**config.mk**
```make
export PLATFORM = sky130hd
export DESIGN_NAME = load_store_unit_flat
export DESIGN_NICKNAME = d
export VERILOG_FILES = /design/src/rtl/load_store_unit_if.sv /design/src/rtl/load_store_unit.sv /design/src/flat_wrapper.sv
export SDC_FILE = /design/constraint.sdc
export NUM_CORES = 1
export LEC_CHECK = 0
export CAP_MARGIN = 15
export CORE_AREA = 2 2 128 130
export DETAILED_ROUTE_END_ITERATION = 8
export DIE_AREA = 0 0 130 132
export GPL_TIMING_DRIVEN = 0
export PLACE_DENSITY = 0.75
export SETUP_SLACK_MARGIN = 0.3
export SLEW_MARGIN = 30
export SYNTH_ARGS = -nofsm -noshare
export SYNTH_HDL_FRONTEND = slang
export SYNTH_SLANG_ARGS = --single-unit
```
**constraint.sdc**
```tcl
create_clock -name clk -period 6.45 [get_ports clk]
set_input_delay 1.6125 -clock clk [delete_from_list [all_inputs] [get_ports clk]]
set_output_delay 1.6125 -clock clk [all_outputs]
set_load 0.02 [all_outputs]
```
**src/rtl/load_store_unit_if.sv**
```systemverilog
// rtl/load_store_unit_if.sv - CPU request and memory port bundle for the load/store unit
interface load_store_unit_if;
    logic        req;
    logic [2:0]  op;
    logic [31:0] addr;
    logic [31:0] store_data;
    logic        busy;
    logic        done;
    logic        err;
    logic [31:0] load_data;
    logic [31:0] mem_addr;
    logic        mem_rd;
    logic        mem_wr;
    logic [31:0] mem_wr_data;
    logic [31:0] mem_rd_data;

    modport slave (
        input  req, op, addr, store_data, mem_rd_data,
        output busy, done, err, load_data, mem_addr, mem_rd, mem_wr, mem_wr_data
    );

    modport master (
        output req, op, addr, store_data, mem_rd_data,
        input  busy, done, err, load_data, mem_addr, mem_rd, mem_wr, mem_wr_data
    );
endinterface

```
**src/rtl/load_store_unit.sv**
```systemverilog
// rtl/load_store_unit.sv - big-endian load/store unit with read-modify-write sub-word stores
module load_store_unit (
    input  logic             clk,
    input  logic             rst,
    load_store_unit_if.slave bus
);
    localparam logic [2:0] OP_LB  = 3'b000;
    localparam logic [2:0] OP_LH  = 3'b001;
    localparam logic [2:0] OP_LW  = 3'b010;
    localparam logic [2:0] OP_SB  = 3'b011;
    localparam logic [2:0] OP_LBU = 3'b100;
    localparam logic [2:0] OP_LHU = 3'b101;
    localparam logic [2:0] OP_SH  = 3'b110;
    localparam logic [2:0] OP_SW  = 3'b111;

    typedef enum logic [1:0] {S_IDLE, S_RD, S_WR, S_DONE} state_t;

    state_t      r_state;
    state_t      w_next;
    logic [2:0]  r_op;
    logic [31:0] r_addr;
    logic [31:0] r_store_data;
    logic [31:0] r_rd_word;
    logic [31:0] r_load_data;
    logic        r_err;
    logic [7:0]  w_byte;
    logic [15:0] w_half;
    logic [31:0] w_load_ext;
    logic [31:0] w_merge;
    logic        w_accept_misaligned;

    function automatic logic f_is_store(input logic [2:0] op);
        f_is_store = (op == OP_SB) || (op == OP_SH) || (op == OP_SW);
    endfunction

    function automatic logic f_misaligned(input logic [2:0] op, input logic [1:0] off);
        case (op)
            OP_LH, OP_LHU, OP_SH: f_misaligned = off[0];
            OP_LW, OP_SW:         f_misaligned = (off != 2'b00);
            default:              f_misaligned = 1'b0;
        endcase
    endfunction

    assign w_accept_misaligned = f_misaligned(bus.op, bus.addr[1:0]);

    // State register; reset aborts any access in flight
    always_ff @(posedge clk or posedge rst) begin
        if (rst) begin
            r_state <= S_IDLE;
        end else begin
            r_state <= w_next;
        end
    end

    // Next-state: misaligned requests skip memory, SW writes directly, SB/SH read first
    always_comb begin
        w_next = r_state;
        case (r_state)
            S_IDLE: begin
                if (bus.req) begin
                    if (w_accept_misaligned) begin
                        w_next = S_DONE;
                    end else if (bus.op == OP_SW) begin
                        w_next = S_WR;
                    end else begin
                        w_next = S_RD;
                    end
                end
            end
            S_RD:    w_next = f_is_store(r_op) ? S_WR : S_DONE;
            S_WR:    w_next = S_DONE;
            S_DONE:  w_next = S_IDLE;
            default: w_next = S_IDLE;
        endcase
    end

    // Request latch, read-word capture and load result register
    always_ff @(posedge clk or posedge rst) begin
        if (rst) begin
            r_op         <= 3'b000;
            r_addr       <= 32'h0;
            r_store_data <= 32'h0;
            r_rd_word    <= 32'h0;
            r_load_data  <= 32'h0;
            r_err        <= 1'b0;
        end else begin
            if (r_state == S_IDLE && bus.req) begin
                r_op         <= bus.op;
                r_addr       <= bus.addr;
                r_store_data <= bus.store_data;
                r_err        <= w_accept_misaligned;
            end
            if (r_state == S_RD) begin
                r_rd_word <= bus.mem_rd_data;
                if (!f_is_store(r_op)) begin
                    r_load_data <= w_load_ext;
                end
            end
        end
    end

    // Big-endian lane select and sign/zero extension of the word being read
    always_comb begin
        w_byte     = 8'h00;
        w_half     = 16'h0000;
        w_load_ext = bus.mem_rd_data;
        case (r_addr[1:0])
            2'd0:    w_byte = bus.mem_rd_data[31:24];
            2'd1:    w_byte = bus.mem_rd_data[23:16];
            2'd2:    w_byte = bus.mem_rd_data[15:8];
            default: w_byte = bus.mem_rd_data[7:0];
        endcase
        w_half = r_addr[1] ? bus.mem_rd_data[15:0] : bus.mem_rd_data[31:16];
        case (r_op)
            OP_LB:   w_load_ext = {{24{w_byte[7]}}, w_byte};
            OP_LBU:  w_load_ext = {24'h0, w_byte};
            OP_LH:   w_load_ext = {{16{w_half[15]}}, w_half};
            OP_LHU:  w_load_ext = {16'h0, w_half};
            default: w_load_ext = bus.mem_rd_data;
        endcase
    end

    // Write word: SW passes the operand, SB/SH patch one lane of the captured word
    always_comb begin
        w_merge = r_rd_word;
        case (r_op)
            OP_SB: begin
                case (r_addr[1:0])
                    2'd0:    w_merge[31:24] = r_store_data[7:0];
                    2'd1:    w_merge[23:16] = r_store_data[7:0];
                    2'd2:    w_merge[15:8]  = r_store_data[7:0];
                    default: w_merge[7:0]   = r_store_data[7:0];
                endcase
            end
            OP_SH: begin
                if (r_addr[1]) begin
                    w_merge[15:0] = r_store_data[15:0];
                end else begin
                    w_merge[31:16] = r_store_data[15:0];
                end
            end
            OP_SW:   w_merge = r_store_data;
            default: w_merge = r_rd_word;
        endcase
    end

    // Outputs decoded from state; mem_addr is forced to zero while reset is held
    always_comb begin
        bus.busy        = (r_state != S_IDLE);
        bus.done        = (r_state == S_DONE);
        bus.err         = (r_state == S_DONE) && r_err;
        bus.mem_rd      = (r_state == S_RD);
        bus.mem_wr      = (r_state == S_WR);
        bus.mem_wr_data = (r_state == S_WR) ? w_merge : 32'h0;
        bus.load_data   = r_load_data;
        if (rst) begin
            bus.mem_addr = 32'h0;
        end else if (r_state != S_IDLE) begin
            bus.mem_addr = {r_addr[31:2], 2'b00};
        end else begin
            bus.mem_addr = {bus.addr[31:2], 2'b00};
        end
    end
endmodule

```
**src/flat_wrapper.sv**
```systemverilog
// flat-port wrapper written by rule: the top's interface ports become plain ports
module load_store_unit_flat 
  (clk, rst, bus_req, bus_op, bus_addr, bus_store_data, bus_mem_rd_data, bus_busy, bus_done, bus_err, bus_load_data, bus_mem_addr, bus_mem_rd, bus_mem_wr, bus_mem_wr_data);
  load_store_unit_if bus_i ();
  input  logic clk;
  input  logic rst;
  input wire logic [$bits(bus_i.req)-1:0] bus_req;
  input wire logic [$bits(bus_i.op)-1:0] bus_op;
  input wire logic [$bits(bus_i.addr)-1:0] bus_addr;
  input wire logic [$bits(bus_i.store_data)-1:0] bus_store_data;
  input wire logic [$bits(bus_i.mem_rd_data)-1:0] bus_mem_rd_data;
  output wire logic [$bits(bus_i.busy)-1:0] bus_busy;
  output wire logic [$bits(bus_i.done)-1:0] bus_done;
  output wire logic [$bits(bus_i.err)-1:0] bus_err;
  output wire logic [$bits(bus_i.load_data)-1:0] bus_load_data;
  output wire logic [$bits(bus_i.mem_addr)-1:0] bus_mem_addr;
  output wire logic [$bits(bus_i.mem_rd)-1:0] bus_mem_rd;
  output wire logic [$bits(bus_i.mem_wr)-1:0] bus_mem_wr;
  output wire logic [$bits(bus_i.mem_wr_data)-1:0] bus_mem_wr_data;
  assign bus_i.req = bus_req;
  assign bus_i.op = bus_op;
  assign bus_i.addr = bus_addr;
  assign bus_i.store_data = bus_store_data;
  assign bus_i.mem_rd_data = bus_mem_rd_data;
  assign bus_busy = bus_i.busy;
  assign bus_done = bus_i.done;
  assign bus_err = bus_i.err;
  assign bus_load_data = bus_i.load_data;
  assign bus_mem_addr = bus_i.mem_addr;
  assign bus_mem_rd = bus_i.mem_rd;
  assign bus_mem_wr = bus_i.mem_wr;
  assign bus_mem_wr_data = bus_i.mem_wr_data;
  load_store_unit u_core (.clk(clk), .rst(rst), .bus(bus_i));
endmodule
```
Word level (Yosys, flattened, before mapping). Index checks and enable logic that the tools add are counted.

Word-level logic and storage cells: 57. Latch bits: 0. Memory bits (read-only): 0. Output and inout port bits: 101. Bits of input ports: 102. Register bits after elaboration: 134. Memories kept: 0. Memory bits (writable): 0.

Shifts and indexed selects: 0. Reductions and logical operators: 13. Order comparisons: 0. Mux-type cells: 19. Multiply operators: 0. Eq/ne operators: 17. Divide/modulo/power cells: 0. Add/sub/neg operators: 0. Bitwise gates (word level): 1.

Operators by type and width (number): $pmux 32 s4 (1); $mux 32 (3); $pmux 32 s3 (1); $mux 16 (3); $mux 8 (4); $pmux 8 s3 (1); $eq 3x3->1 const B (7); $pmux 2 s4 (1); $eq 2x2->1 const B (3); $eq 3x1->1 const B (2); $eq 3x2->1 const B (2); $mux 2 (3); $reduce_or 3->1 (2); $eq 2x1->1 const B (2); $logic_not 2->1 (2); $reduce_bool 2->1 (2); $logic_not 3->1 (1); $logic_and 1x1->1 (2); $logic_or 1x1->1 (2); $ne 2x2->1 const B (1); $pmux 1 s2 (1); $reduce_and 2->1 (1); $reduce_or 2->1 (1); $mux 1 (1); $not 1->1 (1).

Logic depth before layout (Yosys ltp). Gate-level depths: netlist of the first run.

Depth in word-level cells: 6. Mapped depth: 8. Depth with buffers taken out: 6.

Worst setup path after synthesis of the first run. OpenSTA, ideal clock, no wires.

Path kind: input port to output port. From: input port rst. To: output port bus_mem_addr[10]. Stages on the path: 2. Slack: 2729 ps. Buffers on the path: 1. Required time: 4838 ps. Arrival: 2108 ps. Cell sequence: clkbuf_1 > nor2_1.

Word-level cells in the longest chain between the ends: 1.

RTL lines: from (decl) (RTL line flat_wrapper.sv:6) `input logic rst;`; $mux 32 (RTL line load_store_unit.sv:156) `if (rst) begin`; to (decl) (RTL line flat_wrapper.sv:16) `output wire logic [$bits(bus_i.mem_addr)-1:0] bus_mem_addr;`.

Every way passes these cells.

Final worst setup path of the first run.
From: input port rst. To: output port bus_mem_addr[26].

Same word-level chain as after synthesis.

==> results of run 1 <==
registers in the layout, indices dropped and copies added (netlist names):
| signal | count |
|---|---|
| u_core.r_store_data | 32 |
| u_core.r_op | 3 |
| u_core.r_rd_word | 32 |
| u_core.r_err | 1 |
| u_core.r_state | 2 |
| u_core.bus.load_data | 32 |
| u_core.r_addr | 32 |
logic make-up (layout without fill, tap and decap cells):
kind of cell             after synthesis  after routing
adder cells (fa/ha/maj)                4              4
buffers and inverters                 54            287
AND/OR/NAND/NOR                      152            152
flip-flops                           134            134
AO/OA/AOI/OAI                        129            129
other                                  1              2
multiplexers                         141            141
worst max-delay path: cells and delay by family:
kind / cells / cell delay [ns]
buf+inv: 3 / 1.59
simple gates: 1 / 0.15
area by class of cell:
class | instances | area share
clock inverter | 14 | 0.0177
buffer | 48 | 0.0235
tap | 216 | 0.0273
sequential | 134 | 0.339
inverter | 6 | 0.00303
clock buffer | 18 | 0.0443
timing repair buffer | 201 | 0.205
multi-input combinational | 428 | 0.341
cells in the mapped netlist, drive strengths merged:
| master | count | area [µm²] |
|---|---|---|
| o221ai | 2 | 17.5 |
| a21o | 2 | 15.0 |
| conb | 1 | 3.75 |
| o2bb2ai | 2 | 17.5 |
| nand3b | 1 | 7.51 |
| buf | 30 | 165 |
| nor2b | 11 | 68.8 |
| o21ai | 31 | 159 |
| o32ai | 1 | 8.76 |
| nor3b | 1 | 7.51 |
| a221o | 24 | 240 |
| or2b | 1 | 7.51 |
| a2bb2oi | 1 | 15.0 |
| nand3 | 17 | 85.1 |
| a21oi | 7 | 42.5 |
| and3b | 1 | 8.76 |
| nor4 | 1 | 21.3 |
| and3 | 2 | 12.5 |
| nor2 | 34 | 130 |
| nand2 | 54 | 205 |
| o211a | 1 | 10.0 |
| o31ai | 1 | 7.51 |
| o22a | 1 | 8.76 |
| a222oi | 13 | 130 |
| nor4b | 1 | 23.8 |
| a32oi | 1 | 8.76 |
| a22oi | 10 | 80.1 |
| inv | 6 | 22.5 |
| o41ai | 1 | 8.76 |
| o21a | 5 | 37.5 |
| nand2b | 11 | 68.8 |
| nor3 | 6 | 35.0 |
| o22ai | 2 | 12.5 |
| a32o | 7 | 70.1 |
| clkbuf | 18 | 67.6 |
| mux2i | 30 | 300 |
| ha | 4 | 50.1 |
| a21boi | 17 | 128 |
| mux2 | 111 | 1250 |
| dfrtp | 134 | 3350 |
| or3 | 1 | 6.26 |
| and2 | 10 | 62.6 |
power by group through the flow:
stage | Combinational (mW) | Clock, mW | Sequential [mW]
2_1_floorplan | 1.72 | 0 | 1.55
3_3_place_gp | 2.71 | 0 | 1.54
3_5_place_dp | 2.76 | 0 | 1.56
4_1_cts | 2.78 | 1.02 | 1.55
5_1_grt | 2.98 | 1.06 | 1.60
6_report | 2.77 | 1.01 | 1.56
metal layers:
layer / vias up / wire, µm
met5: - / 0
met4: 0 / 534
met3: 36 / 1740
met2: 278 / 10200
met1: 2868 / 9060
li1: 2707 / -
final timing paths:
check,from,endpoint,cells after the start
hold reg to reg,u_core.bus.load_data[5],u_core.bus.load_data[5],2
setup / recovery,rst,bus_mem_addr[26],4
hold / removal,u_core.bus.load_data[5],u_core.bus.load_data[5],2
setup reg to reg,u_core.r_state[1],u_core.r_rd_word[12],5
max in group asynchronous,rst,u_core.r_store_data[20],4
min in group asynchronous,rst,u_core.r_store_data[9],3
==> flow_metrics.env, run 1 <==
export IMPL_ff2ff_setup_slack_ns=4.28
export IMPL_hold_path_class="flip-flop to flip-flop"
export IMPL_busiest_layer="met2"
export IMPL_clkPwrFrac=0.189
export IMPL_intPower_mw=3.23
export IMPL_clockBufferDepth=2
export IMPL_hold_viol_final=0
export IMPL_outcome="completed"
export IMPL_drive_gt1_frac=0.214
export IMPL_ys_seq_area_frac=0.480
export IMPL_fill_cells=1237
export IMPL_startpoint_type="primary input"
export IMPL_dp_hpwl_um=16500
export IMPL_synth_area_mux_share=0.222
export IMPL_io_pins=203
export IMPL_max_slew_margin=0.511
export IMPL_syn_inst=615
export IMPL_crit_arrival_ns=3.35
export IMPL_pre_cts_ws_ns=1.46
export IMPL_cts_buffers=17
export IMPL_grt_total_usage=0.257
export IMPL_root_buffer="clkbuf_16"
export IMPL_gp_congestion=0.941
export IMPL_skew_ns=0.00546
export IMPL_critPathRequiredTime_ns=4.84
export IMPL_yosys_area_share_adder=0.00717
export IMPL_mostFrequentLayoutCell="clkdlybuf4s50_1"
export IMPL_clk_latency_ns=0.43
export IMPL_grt_pass1_vias=6117
export IMPL_setup_viol_count_final=0
export IMPL_routed_wl_um=21500
export IMPL_via_count=5889
export IMPL_grtUsageMet2=0.409
export IMPL_finalNonFillerCells=1065
export IMPL_syn2layout_area_growth_pct=41.9
export IMPL_grt_met3_usage=0.0694
export IMPL_initial_core_util=0.444
export IMPL_grtUsageMet1=0.332
export IMPL_seqPwrFrac=0.292
export IMPL_rsz0062_at_grt="false"
export IMPL_tns_ns=0
export IMPL_postCtsHoldBufs=0
export IMPL_pwr_share_comb=0.519
export IMPL_worstSetupPathType="primary input to output pin"
export IMPL_grt_pass1_wl_um=33700
export IMPL_p_leak_nw=4.08
export IMPL_first_iter_violations=488
export IMPL_cts_htree_levels=4
export IMPL_yosys_warnings=0
export IMPL_antenna_left=0
export IMPL_dp_cells=1033
export IMPL_post_cts_buffers=0
export IMPL_layout_common_cells="200 x clkdlybuf4s50_1, 134 x dfrtp_1, 111 x mux2_2"
export IMPL_nets=942
export IMPL_finalWorstSetupSlack_ns=1.48
export IMPL_place_area_mm2=0.00929
export IMPL_ys_seq_elements=134
export IMPL_fmax_mhz=201
export IMPL_crit_chain="clkdlybuf4s50_1, clkbuf_1, nor2_1, clkdlybuf4s50_1"
export IMPL_synth_compound_area_frac=0.146
export IMPL_num_antenna_cells=0
export IMPL_pwr_density_cell_mw_per_mm2=539
export IMPL_p_sw_mw=2.11
export IMPL_slew_viol_final=0
export IMPL_cts_tree="done"
export IMPL_worst_path_most_repeated_cell="clkdlybuf4s50_1"
export IMPL_ir_worst_vdd_uv=250
export IMPL_drc=0
export IMPL_cts_num_sinks=134
export IMPL_placeableCoreArea_mm2=0.0157
export IMPL_clkTransAtPathRegs_ns=0.06
export IMPL_post_route_util=0.630
export IMPL_dr_pass1_iters=5
export IMPL_period_share=0.770
export IMPL_synth_xor_area_frac=0
export IMPL_finalInstanceArea_mm2=0.00991
export IMPL_hold_slack_ns=0.489
export IMPL_synth_top_family_by_area="multiplexers"
export IMPL_worst_path_largest_cell_delay_ns=0.57
export IMPL_period_needed_ns=4.97
export IMPL_netlist_area_mm2=0.00698
export IMPL_synth_cell_types=53
export IMPL_p_sw_frac=0.395
export IMPL_syn_area_per_cell_um2=11.4
export IMPL_avgViaCountPerCell=5.53
export IMPL_cp_end_kind="output pin"
export IMPL_antenna_found_initial=0
export IMPL_synth_simple_area_share=0.108
export IMPL_regArea_mm2=0.00335
export IMPL_tightest_slew_ns=0.734
export IMPL_cpMaxStageDelayCell="clkdlybuf4s50_1"
export IMPL_grt_max_degree=83
export IMPL_cp_max_fo=10
export IMPL_core_rowCount=46
export IMPL_die_x_um=130
export IMPL_io_buffers=200
export IMPL_maxCapViolCount=0
export IMPL_grt_remaining_overflow=0
export IMPL_die_area_mm2=0.0172
export IMPL_post_cts_resized=0
export IMPL_routedWlPerCell_um=20.2
export IMPL_die_height_um=132
export IMPL_total_power_mw=5.34
export IMPL_multi_input_area_mm2=0.00338
Note: power is estimated with default switching activity, not from simulation.
==> inputs of run 2 (changes only) <==
- clock period: 6.45 -> 5.15 ns (I/O delays scaled with it)
==> run 2 against run 1 <==
Against the previous run: wire length is 5.1% higher; worst hold slack lost 0.0042 ns; critical path depth rose by 2; combinational power rose by 27%; final area grew 0.25%; clock skew hardly changed; critical path type is now flip-flop to output pin.
==> flow_metrics.env, run 2 (synthesized netlist as in run 1, its figures left out) <==
export IMPL_hold_path_class="flip-flop to flip-flop"
export IMPL_grt_pass1_vias=6218
export IMPL_pwr_share_comb=0.525
export IMPL_grt_remaining_overflow=0
export IMPL_cts_buffers=17
export IMPL_hold_viol_final=0
export IMPL_p_sw_mw=2.68
export IMPL_grt_max_degree=32
export IMPL_drive_gt1_frac=0.215
export IMPL_intPower_mw=4.02
export IMPL_root_buffer="clkbuf_16"
export IMPL_routed_wl_um=22600
export IMPL_cts_num_sinks=134
export IMPL_placeableCoreArea_mm2=0.0157
export IMPL_critPathCapture="bus_mem_wr_data[23]"
export IMPL_cts_htree_levels=4
export IMPL_p_leak_nw=4.07
export IMPL_finalWorstSetupSlack_ns=0.719
export IMPL_cp_end_kind="output pin"
export IMPL_place_area_mm2=0.00934
export IMPL_highest_layer="met5"
export IMPL_worstSetupPathType="flip-flop to output pin"
export IMPL_tightest_slew_ns=0.738
export IMPL_post_cts_buffers=0
export IMPL_syn2layout_area_growth_pct=42.3
export IMPL_post_cts_resized=0
export IMPL_avgViaCountPerCell=5.67
export IMPL_seqPwrFrac=0.292
export IMPL_cp_max_fo=10
export IMPL_dp_hpwl_um=17100
export IMPL_wl_met1_um=9480
export IMPL_finalInstanceArea_mm2=0.00993
export IMPL_skew_ns=0.00545
export IMPL_startpoint="u_core.r_state[0]"
export IMPL_gp_congestion=0.921
export IMPL_die_height_um=132
export IMPL_io_buffers=200
export IMPL_ir_worst_vdd_uv=308
export IMPL_antenna_left=0
export IMPL_antenna_found_initial=1
export IMPL_setup_viol_count_final=0
export IMPL_timing_rr_start="u_core.r_state[0]"
export IMPL_pre_cts_ws_ns=0.861
export IMPL_postCtsHoldBufs=0
export IMPL_clk_latency_ns=0.42
export IMPL_grt_total_usage=0.265
export IMPL_mostFrequentLayoutCell="clkdlybuf4s50_1"
export IMPL_routedWlPerCell_um=21.2
export IMPL_p_sw_frac=0.400
export IMPL_wl_met3_um=1770
export IMPL_rr_worst_depth=6
export IMPL_initial_core_util=0.444
export IMPL_slew_viol_final=0
export IMPL_dr_pass1_iters=7
export IMPL_die_x_um=130
export IMPL_via_count=6047
export IMPL_min_delay_start="u_core.bus.load_data[5]"
export IMPL_drc=0
export IMPL_io_pins=203
export IMPL_maxCapViolCount=0
export IMPL_period_share=0.860
export IMPL_grt_pass1_wl_um=34600
export IMPL_period_needed_ns=4.43
export IMPL_core_rowCount=46
export IMPL_clkTransAtPathRegs_ns=0.06
export IMPL_max_slew_margin=0.505
export IMPL_first_iter_violations=431
export IMPL_clkPwrFrac=0.183
export IMPL_ff2ff_setup_slack_ns=2.98
export IMPL_num_antenna_cells=0
export IMPL_layout_common_cells="200 x clkdlybuf4s50_1, 134 x dfrtp_1, 111 x mux2_2"
export IMPL_crit_arrival_ns=3.14
export IMPL_post_route_util=0.632
export IMPL_die_area_mm2=0.0172
export IMPL_critPathRequiredTime_ns=3.86
export IMPL_nets=945
export IMPL_startpoint_type="flip-flop"
export IMPL_cts_tree="done"
export IMPL_outcome="completed"
export IMPL_rsz0062_at_grt="false"
export IMPL_fmax_mhz=226
export IMPL_clockBufferDepth=2
export IMPL_tns_ns=0
export IMPL_route_met2_wl_um=10700
export IMPL_r2r_end="u_core.r_store_data[29]"
export IMPL_pwr_density_cell_mw_per_mm2=674
[run 2: worst max-delay path: stages, from the launching register on]
cell and delay [ns]:
dfrtp_1 0.42, inv_1 0.11, ha_1 0.18, clkbuf_1 0.41, a21boi_1 0.68, a221o_1 0.30
clkdlybuf4s50_1 0.62
[run 2: layout make-up]
cell class | count | area, µm²
clock buffer | 21 | 470
sequential | 134 | 3350
multi-input combinational | 428 | 3380
buffer | 48 | 233
clock inverter | 10 | 120
fill | 1277 | 5780
inverter | 6 | 26.3
timing repair buffer | 204 | 2080
tap | 216 | 270
[run 2: metrics by stage]
step | total power, mW | cells | hold slack (ns)
finish | 6.69 | 1067 | 0.485
global route | 7.05 | 1067 | 0.517
CTS | 6.69 | 1067 | 0.485
floorplan | 4.09 | 616 | 0.436
detailed placement | 5.44 | 1036 | 0.469
global placement | 5.33 | 1032 | 0.461
[run 2: power by group through the flow]
stage          registers (mW)  clock network, mW  logic (mW)
6_report                 1.96               1.22        3.51
5_1_grt                  2.01               1.29        3.75
4_1_cts                  1.95               1.24        3.51
3_5_place_dp             1.96                  0        3.48
3_3_place_gp             1.93                  0        3.40
2_1_floorplan            1.94                  0        2.15
[run 2: worst min path at each step]
stage	cells after the start	to
final	2	u_core.bus.load_data[5]
after CTS	2	u_core.bus.load_data[5]
after detailed placement	2	u_core.r_err
after global placement	2	u_core.r_err
after global routing	1	u_core.r_rd_word[24]
after floorplan	2	u_core.r_err
[run 2: metal layers]
metal / global-route usage / vias up
met5: 0 / -
met4: 0.108 / 2
met3: 0.0690 / 59
met2: 0.426 / 318
met1: 0.337 / 2954
li1: - / 2714
